<file path="src/rtl/cache_pkg.sv">
// Shared definitions for the cache miss/fill path: FSM encodings, requester ids and line geometry.
package cache_pkg;

   localparam logic [1:0] IDLE = 2'd0;
   localparam logic [1:0] WB   = 2'd1;
   localparam logic [1:0] FILL = 2'd2;
   localparam logic [1:0] RESP = 2'd3;

   localparam logic IC = 1'b0;
   localparam logic DC = 1'b1;

   localparam int LINE_OFFSET_W = 4;

endpackage

</file>
<file path="src/rtl/rr_arbiter2.sv">
// Two-way round-robin grant between the iCache and dCache miss requests.
module rr_arbiter2
   import cache_pkg::*;
(
   input  logic ic_req,
   input  logic dc_req,
   input  logic last_grant,
   output logic grant_valid,
   output logic grant_id
);

   assign grant_valid = ic_req | dc_req;

   // On a tie the requester that was not served last wins.
   always_comb begin
      grant_id = IC;
      if (ic_req && dc_req) begin
         grant_id = ~last_grant;
      end else if (dc_req) begin
         grant_id = DC;
      end
   end

endmodule

</file>
<file path="src/rtl/cache_mem_arbiter.sv">
// Shares one line-wide memory port between iCache and dCache misses, sequencing an optional
// dirty-line writeback followed by a fixed-latency line fill.
module cache_mem_arbiter
   import cache_pkg::*;
#(
   parameter int ADDR_WIDTH  = 32,
   parameter int BITS_LINE   = 128,
   parameter int MEM_LATENCY = 4
) (
   input  logic                  clk,
   input  logic                  reset,
   input  logic                  ic_req,
   input  logic [ADDR_WIDTH-1:0] ic_addr,
   output logic                  ic_done,
   output logic [BITS_LINE-1:0]  ic_fill_data,
   input  logic                  dc_req,
   input  logic [ADDR_WIDTH-1:0] dc_addr,
   input  logic                  dc_wb,
   input  logic [ADDR_WIDTH-1:0] dc_wb_addr,
   input  logic [BITS_LINE-1:0]  dc_wb_data,
   output logic                  dc_done,
   output logic [BITS_LINE-1:0]  dc_fill_data,
   output logic                  mem_req,
   output logic                  mem_we,
   output logic [ADDR_WIDTH-1:0] mem_addr,
   output logic [BITS_LINE-1:0]  mem_wdata,
   input  logic [BITS_LINE-1:0]  mem_rdata
);

   localparam int                    CNT_W     = $clog2(MEM_LATENCY + 1);
   localparam logic [CNT_W-1:0]      CNT_LOAD  = CNT_W'(MEM_LATENCY - 1);
   localparam logic [ADDR_WIDTH-1:0] LINE_MASK = ~ADDR_WIDTH'((1 << LINE_OFFSET_W) - 1);

   logic [1:0]            state;
   logic [CNT_W-1:0]      cnt;
   logic                  last_grant;
   logic                  owner;
   logic [ADDR_WIDTH-1:0] fill_line;
   logic                  grant_valid;
   logic                  grant_id;
   logic [ADDR_WIDTH-1:0] req_line;
   logic [ADDR_WIDTH-1:0] wb_line;
   logic                  start_wb;

   rr_arbiter2 u_arb (
      .ic_req      (ic_req),
      .dc_req      (dc_req),
      .last_grant  (last_grant),
      .grant_valid (grant_valid),
      .grant_id    (grant_id)
   );

   // Line-aligned addresses of the candidate grant; dc_wb only matters when the dCache wins.
   always_comb begin
      req_line = ((grant_id == DC) ? dc_addr : ic_addr) & LINE_MASK;
      wb_line  = dc_wb_addr & LINE_MASK;
      start_wb = (grant_id == DC) && dc_wb;
   end

   // Every access runs cnt from MEM_LATENCY-1 down to 0, so mem_req stays high MEM_LATENCY cycles.
   always_ff @(posedge clk or posedge reset) begin
      if (reset) begin
         state        <= IDLE;
         cnt          <= '0;
         last_grant   <= IC;
         owner        <= IC;
         fill_line    <= '0;
         ic_done      <= 1'b0;
         dc_done      <= 1'b0;
         ic_fill_data <= '0;
         dc_fill_data <= '0;
         mem_req      <= 1'b0;
         mem_we       <= 1'b0;
         mem_addr     <= '0;
         mem_wdata    <= '0;
      end else begin
         ic_done <= 1'b0;
         dc_done <= 1'b0;
         case (state)
            IDLE: begin
               if (grant_valid) begin
                  owner      <= grant_id;
                  last_grant <= grant_id;
                  fill_line  <= req_line;
                  cnt        <= CNT_LOAD;
                  mem_req    <= 1'b1;
                  if (start_wb) begin
                     state     <= WB;
                     mem_we    <= 1'b1;
                     mem_addr  <= wb_line;
                     mem_wdata <= dc_wb_data;
                  end else begin
                     state    <= FILL;
                     mem_we   <= 1'b0;
                     mem_addr <= req_line;
                  end
               end
            end
            WB: begin
               if (cnt == '0) begin
                  state    <= FILL;
                  cnt      <= CNT_LOAD;
                  mem_we   <= 1'b0;
                  mem_addr <= fill_line;
               end else begin
                  cnt <= cnt - 1'b1;
               end
            end
            FILL: begin
               if (cnt == '0) begin
                  state   <= RESP;
                  mem_req <= 1'b0;
                  if (owner == DC) begin
                     dc_fill_data <= mem_rdata;
                     dc_done      <= 1'b1;
                  end else begin
                     ic_fill_data <= mem_rdata;
                     ic_done      <= 1'b1;
                  end
               end else begin
                  cnt <= cnt - 1'b1;
               end
            end
            default: begin
               state <= IDLE;
            end
         endcase
      end
   end

endmodule

</file>
<file path="config.mk">
export PLATFORM = sky130hd
export DESIGN_NAME = cache_mem_arbiter
export DESIGN_NICKNAME = d
export VERILOG_FILES = /design/src/rtl/cache_pkg.sv /design/src/rtl/rr_arbiter2.sv /design/src/rtl/cache_mem_arbiter.sv
export SDC_FILE = /design/constraint.sdc
export NUM_CORES = 1
export LEC_CHECK = 0
export ABC_AREA = 1
export CORE_AREA = 2 2 304 306
export CTS_CLUSTER_DIAMETER = 200
export DETAILED_ROUTE_END_ITERATION = 7
export DIE_AREA = 0 0 306 308
export PLACE_DENSITY_LB_ADDON = 0.15
export SETUP_SLACK_MARGIN = 0.1
export SLEW_MARGIN = 5
export SYNTH_ARGS = -nofsm -noshare
export SYNTH_HDL_FRONTEND = slang
export SYNTH_HIERARCHICAL = 1
export SYNTH_SLANG_ARGS = --single-unit
</file>
<file path="constraint.sdc">
create_clock -name clk -period 24.6 [get_ports clk]
set_clock_uncertainty 0.2 [all_clocks]
set_input_delay 2.46 -clock clk [delete_from_list [all_inputs] [get_ports clk]]
set_output_delay 2.46 -clock clk [all_outputs]
set_load 0.01 [all_outputs]
</file>
### Yosys cells after proc, flatten, opt, wreduce, memory -nomap -nowiden

Index checks and enable logic that the tools add are counted.

| cells by class | value |
|---|---|
| multiplexer cells | 28 |
| bitwise logic cells | 2 |
| reductions and logical operators | 15 |
| add/subtract/negate cells | 1 |
| eq/ne operators | 6 |

Operators by type and width:

| cell | number |
|---|---|
| two-way mux 32 bit | 4 |
| one-hot mux 32 bit (2 select lines) | 1 |
| AND reduction 3 bit | 7 |
| two-way mux 1 bit | 12 |
| two-way mux 3 bit | 3 |
| one-hot mux 3 bit (3 select lines) | 1 |
| two-way mux 2 bit | 4 |
| != test 2 bit, second input constant | 4 |
| one-hot mux 2 bit (3 select lines) | 1 |
| one-hot mux 1 bit (2 select lines) | 2 |
| nonzero test 2 bit | 2 |
| zero test 3 bit | 1 |
| nonzero test 3 bit | 1 |
| subtractor 3 x 1 -> 3 bit, second input constant | 1 |
| equality test 2 x 1 -> 1 bit, second input constant | 1 |
| equality test 2 bit, second input constant | 1 |
| logical AND 1 bit | 2 |
| zero test 2 bit | 1 |
| AND reduction 2 bit | 1 |
| NOT 1 bit | 1 |
| OR 1 bit | 1 |

| storage, ports and cells | value |
|---|---|
| register bits | 454 |
| word-level logic and storage cells | 64 |
| input port bits | 357 |

### Depth between registers and ports, before layout

| depth | value |
|---|---|
| depth after elaboration | 6 |
| mapped depth | 11 |
| depth with buffers taken out | 9 |

### Modules after synthesis

Netlist, hierarchy kept.

By module, submodules not included:

| module | sequential area each (um^2) | cells an instance | area an instance (um^2) | instances |
|---|---|---|---|---|
| cache_mem_arbiter | 11260.8 | 2048 | 18116.1 | 1 |
| rr_arbiter2 | 0.0 | 3 | 15.0 | 1 |

### Worst setup path after synthesis

OpenSTA, ideal clock, no wires.

| timing path | value |
|---|---|
| path type | input to register |
| start | input port dc_req |
| end | register mem_addr[12] |
| path buffers | 2 |
| library setup time | 0.116 ns |
| data required time | 24.284 ns |
| slack | 20.872 ns |
| cell stages on the path | 11 |
| arrival | 3.412 ns |
| cells stage by stage | inv_1 a21oi_1 inv_1 buf_2 buf_2 nand2_1 nand2_1 nor2_1 nor2_1 nand2_1 nand2_1 |

| on the way | value |
|---|---|
| cells in the longest elaborated chain, start to end | 6 |
| elaborated cells between the ends (all ways) | 11 |
| those cells by class | eq/ne: 1; mux: 6; bitwise: 1; reduce/logical: 3 |

Ends and longest elaborated chain:

| element | RTL line | text |
|---|---|---|
| start, declared | cache_mem_arbiter.sv:16 | `input logic dc_req,` |
| two-way mux 1 bit or logical AND 1 bit (tied branches) | rr_arbiter2.sv:19, rr_arbiter2.sv:17 |  |
| two-way mux 1 bit (*) | rr_arbiter2.sv:17 | `if (ic_req && dc_req) begin` |
| net grant_id | cache_mem_arbiter.sv:40 | `logic grant_id;` |
| two-way mux 32 bit or logical AND 1 bit (tied branches) | cache_mem_arbiter.sv:55, cache_mem_arbiter.sv:57 |  |
| two-way mux 32 bit (*) | cache_mem_arbiter.sv:87 | `if (start_wb) begin` |
| two-way mux 32 bit (*) | cache_mem_arbiter.sv:81 | `if (grant_valid) begin` |
| one-hot mux 32 bit (2 select lines) (*) | cache_mem_arbiter.sv:79 | `case (state)` |
| end signal, assigned | cache_mem_arbiter.sv:90 | `mem_addr <= wb_line;` |
| end signal, assigned | cache_mem_arbiter.sv:95 | `mem_addr <= req_line;` |
| end signal, assigned | cache_mem_arbiter.sv:104 | `mem_addr <= fill_line;` |
| end, declared | cache_mem_arbiter.sv:25 | `output logic [ADDR_WIDTH-1:0] mem_addr,` |

The timed path passes the listed nets; every way through them passes the cells marked *. The select of a mux whose other input is x is not followed.
A chain may end at the register's enable or synchronous reset.

==> out/qor.csv <==
metric;value;unit
synth_top_area_share;62.11;%
crit_fanout;91;
synth_edf_count;0;
grt_max_degree;146;
crit_required;25.10;ns
synth.distinct_cells;23;
max-slew-margin-rel;25.66;%
place.gp.congestion;0.7886;
drc;0;
synth_seq_cells;450;
setup_violations;0;
finalMaxSlewViolations;0;
drt_pass1_iterations;5;
async_reset_ff_share;100.0;%
num_rows;111;
synth_area;18130;µm²
vias_per_cell;4.013;
synth.avg_cell_area;8.840;µm²
ys.flop_type;dfrtp_1;
yosysSeqAreaShare;62.11;%
post-route-util;31.50;%
overflow;0;
max_slew.worst_pin.slew;1.115;ns
cts_sinks;450;
io_buffers;760;
reg2reg_from;state[0]$_DFFE_PP0P_;
period_minus_slack;5.222;ns
fin_crit_sh;21.23;%
hold_path_depth;2;
core;90970;µm²
dp_hpwl;48190;µm
wl_per_cell;17.26;µm
ys_warn_count;6;
syn_inst;2051;
fmax;191.5;MHz
htree_levels;2;
drt_wl_total;69020;µm
die_height;308;µm
regToRegEndpoint;ic_fill_data[122]$_DFFE_PP0P_;
clock_path_buffers;3;
synthTopCellsByCount;nand2_1 (706), dfrtp_1 (450), o21ai_0 (241);
clkTransAtPathRegs;0.06;ns
die-area;94250;µm²
fin_setup_tns;0;ns
cts_hold_buf;0;
reg2reg_slack;21.17;ns
drt_iter0_drc;1055;
start_util;19.93;%
hold_viol_final;0;
grt_pass1_vias;16500;
grt.total_usage;14.16;%
antenna_found_initial;9;
synth.most_common_cell;nand2_1;
vias;16050;
clk_latency;0.60;ns
layout-drive-gt1-share;4.343;%
yosys-top-cells-area;dfrtp_1 (62%), nand2_1 (15%), o21ai_0 (6.7%), nand3_1 (3.7%), nor2_1 (3.6%);
rsz0062_at_grt;false;
hold_class;register to register;
path_class;input port to asynchronous set/reset pin;
yosysTopAreaCell;dfrtp_1;
layout.nets;3125;
crit_start;reset;
cts_setup_buffers;0;
worst-r2r-cell-count;7;
crit_arrival;5.72;ns
max_cap_violations;0;
ant_nets;0;
cts_tree;built;
cts-root-buf;clkbuf_16;
cts.repair.resized;0;
cts_buffers;56;
min_from;mem_wdata[104]$_DFFE_PP0P_;
p_per_area;131.8;nW/µm²
area_growth;58.06;%
status;completed;
io_pins;777;
leakagePower;13.58;nW
setup.worst_path.end_class;asynchronous set/reset pin;
die_w;306;µm
grt_pass1_wl;103200;µm
ir_drop;0.00005899;V
min_delay_worst_endpoint;mem_wdata[104]$_DFFE_PP0P_;
start_kind;input port;
[registers in the layout (all words and copies together) (netlist names)]
name / cells
fill_line: 28
dc_done: 1
state: 2
owner: 1
cnt: 3
ic_done: 1
mem_addr: 28
dc_fill_data: 128
mem_req: 1
mem_wdata: 128
ic_fill_data: 128
mem_we: 1
[critical path, stage by stage]
cell and delay [ns]:
clkdlybuf4s50_1 0.49, inv_8 0.48, buf_4 0.72, buf_4 0.80
buf_4 0.63
[worst max-delay path by stage]
stage / end / slack (ns) / cells past startpoint
after floorplan: cnt[0]$_DFFE_PP0P_ / 9.40 / 1
after global placement: mem_wdata[49]$_DFFE_PP0P_ / 18.50 / 5
after detailed placement: mem_wdata[49]$_DFFE_PP0P_ / 18.46 / 5
after CTS: dc_fill_data[107]$_DFFE_PP0P_ / 19.15 / 5
after global routing: mem_wdata[49]$_DFFE_PP0P_ / 18.83 / 5
final: mem_wdata[50]$_DFFE_PP0P_ / 19.38 / 5
[metrics by stage]
stage | instance area [µm²] | hold slack (ns) | setup WS [ns] | total power [mW] | instances
after floorplan | 18140 | 0.2867 | 9.398 | 1.976 | 2054
after global placement | 26720 | 0.2536 | 18.50 | 2.941 | 3890
after detailed placement | 26720 | 0.2570 | 18.46 | 2.959 | 3890
after CTS | 28650 | 0.2716 | 19.15 | 3.851 | 3995
after global routing | 28660 | 0.2840 | 18.83 | 4.059 | 3998
final | 28660 | 0.2673 | 19.38 | 3.776 | 3999
[power by group]
group          internal, mW  switching, mW
Combinational         0.814          0.793
Sequential             1.11          0.201
Clock                 0.516          0.341
[placed cells by master, fill, tap and decap left out]
master,synthesis,layout
clkinv_16,0,1
conb_1,1,4
clkbuf_1,39,11
nor2_4,0,1
nor2_1,176,176
a31oi_1,28,28
nand2_1,706,704
o21ai_0,241,241
o21ai_1,22,22
buf_4,11,19
nand2_4,0,1
a21oi_1,4,3
bufinv_16,0,6
o21bai_1,1,1
dfrtp_1,450,450
clkinvlp_4,0,3
a21oi_2,0,1
inv_8,0,1
nand4_1,1,1
inv_6,0,3
clkinv_2,0,13
inv_1,148,147
nand2_8,0,2
clkbuf_16,0,56
ha_1,6,6
or2_1,1,1
diode_2,0,4
clkinv_4,0,1
inv_2,1,1
clkbuf_8,0,11
clkdlybuf4s50_1,0,759
nand2_2,3,2
nand3_1,133,133
[metal layers]
layer	vias to the layer above	global-route usage, %	part of all wire, %
met5	-	0	0.097
met4	10	4.582	3.1
met3	118	5.641	9.3
met2	571	24.24	48
met1	7489	16.08	39
li1	7858	-	-
[logic make-up after synthesis]
family / count (synthesis) / share of synthesized area [%]
adders and majority gates: 6 / 0.4140
buffers and inverters: 277 / 6.942
other: 1 / 0.02068
AOI/OAI and AO/OA: 296 / 8.378
DFF: 450 / 62.11
and+or+nand+nor: 1021 / 22.14
[area by class of cell]
cell class / instances / area (µm²)
Clock buffer: 78 / 1594
Inverter: 149 / 566.8
Clock inverter: 27 / 332.8
Antenna cell: 4 / 10.01
Fill cell: 9425 / 62310
Sequential cell: 450 / 11260
Tap cell: 1186 / 1484
Multi-Input combinational cell: 1327 / 5669
Timing Repair Buffer: 778 / 7740
Note: power is estimated with default switching activity, not from simulation.
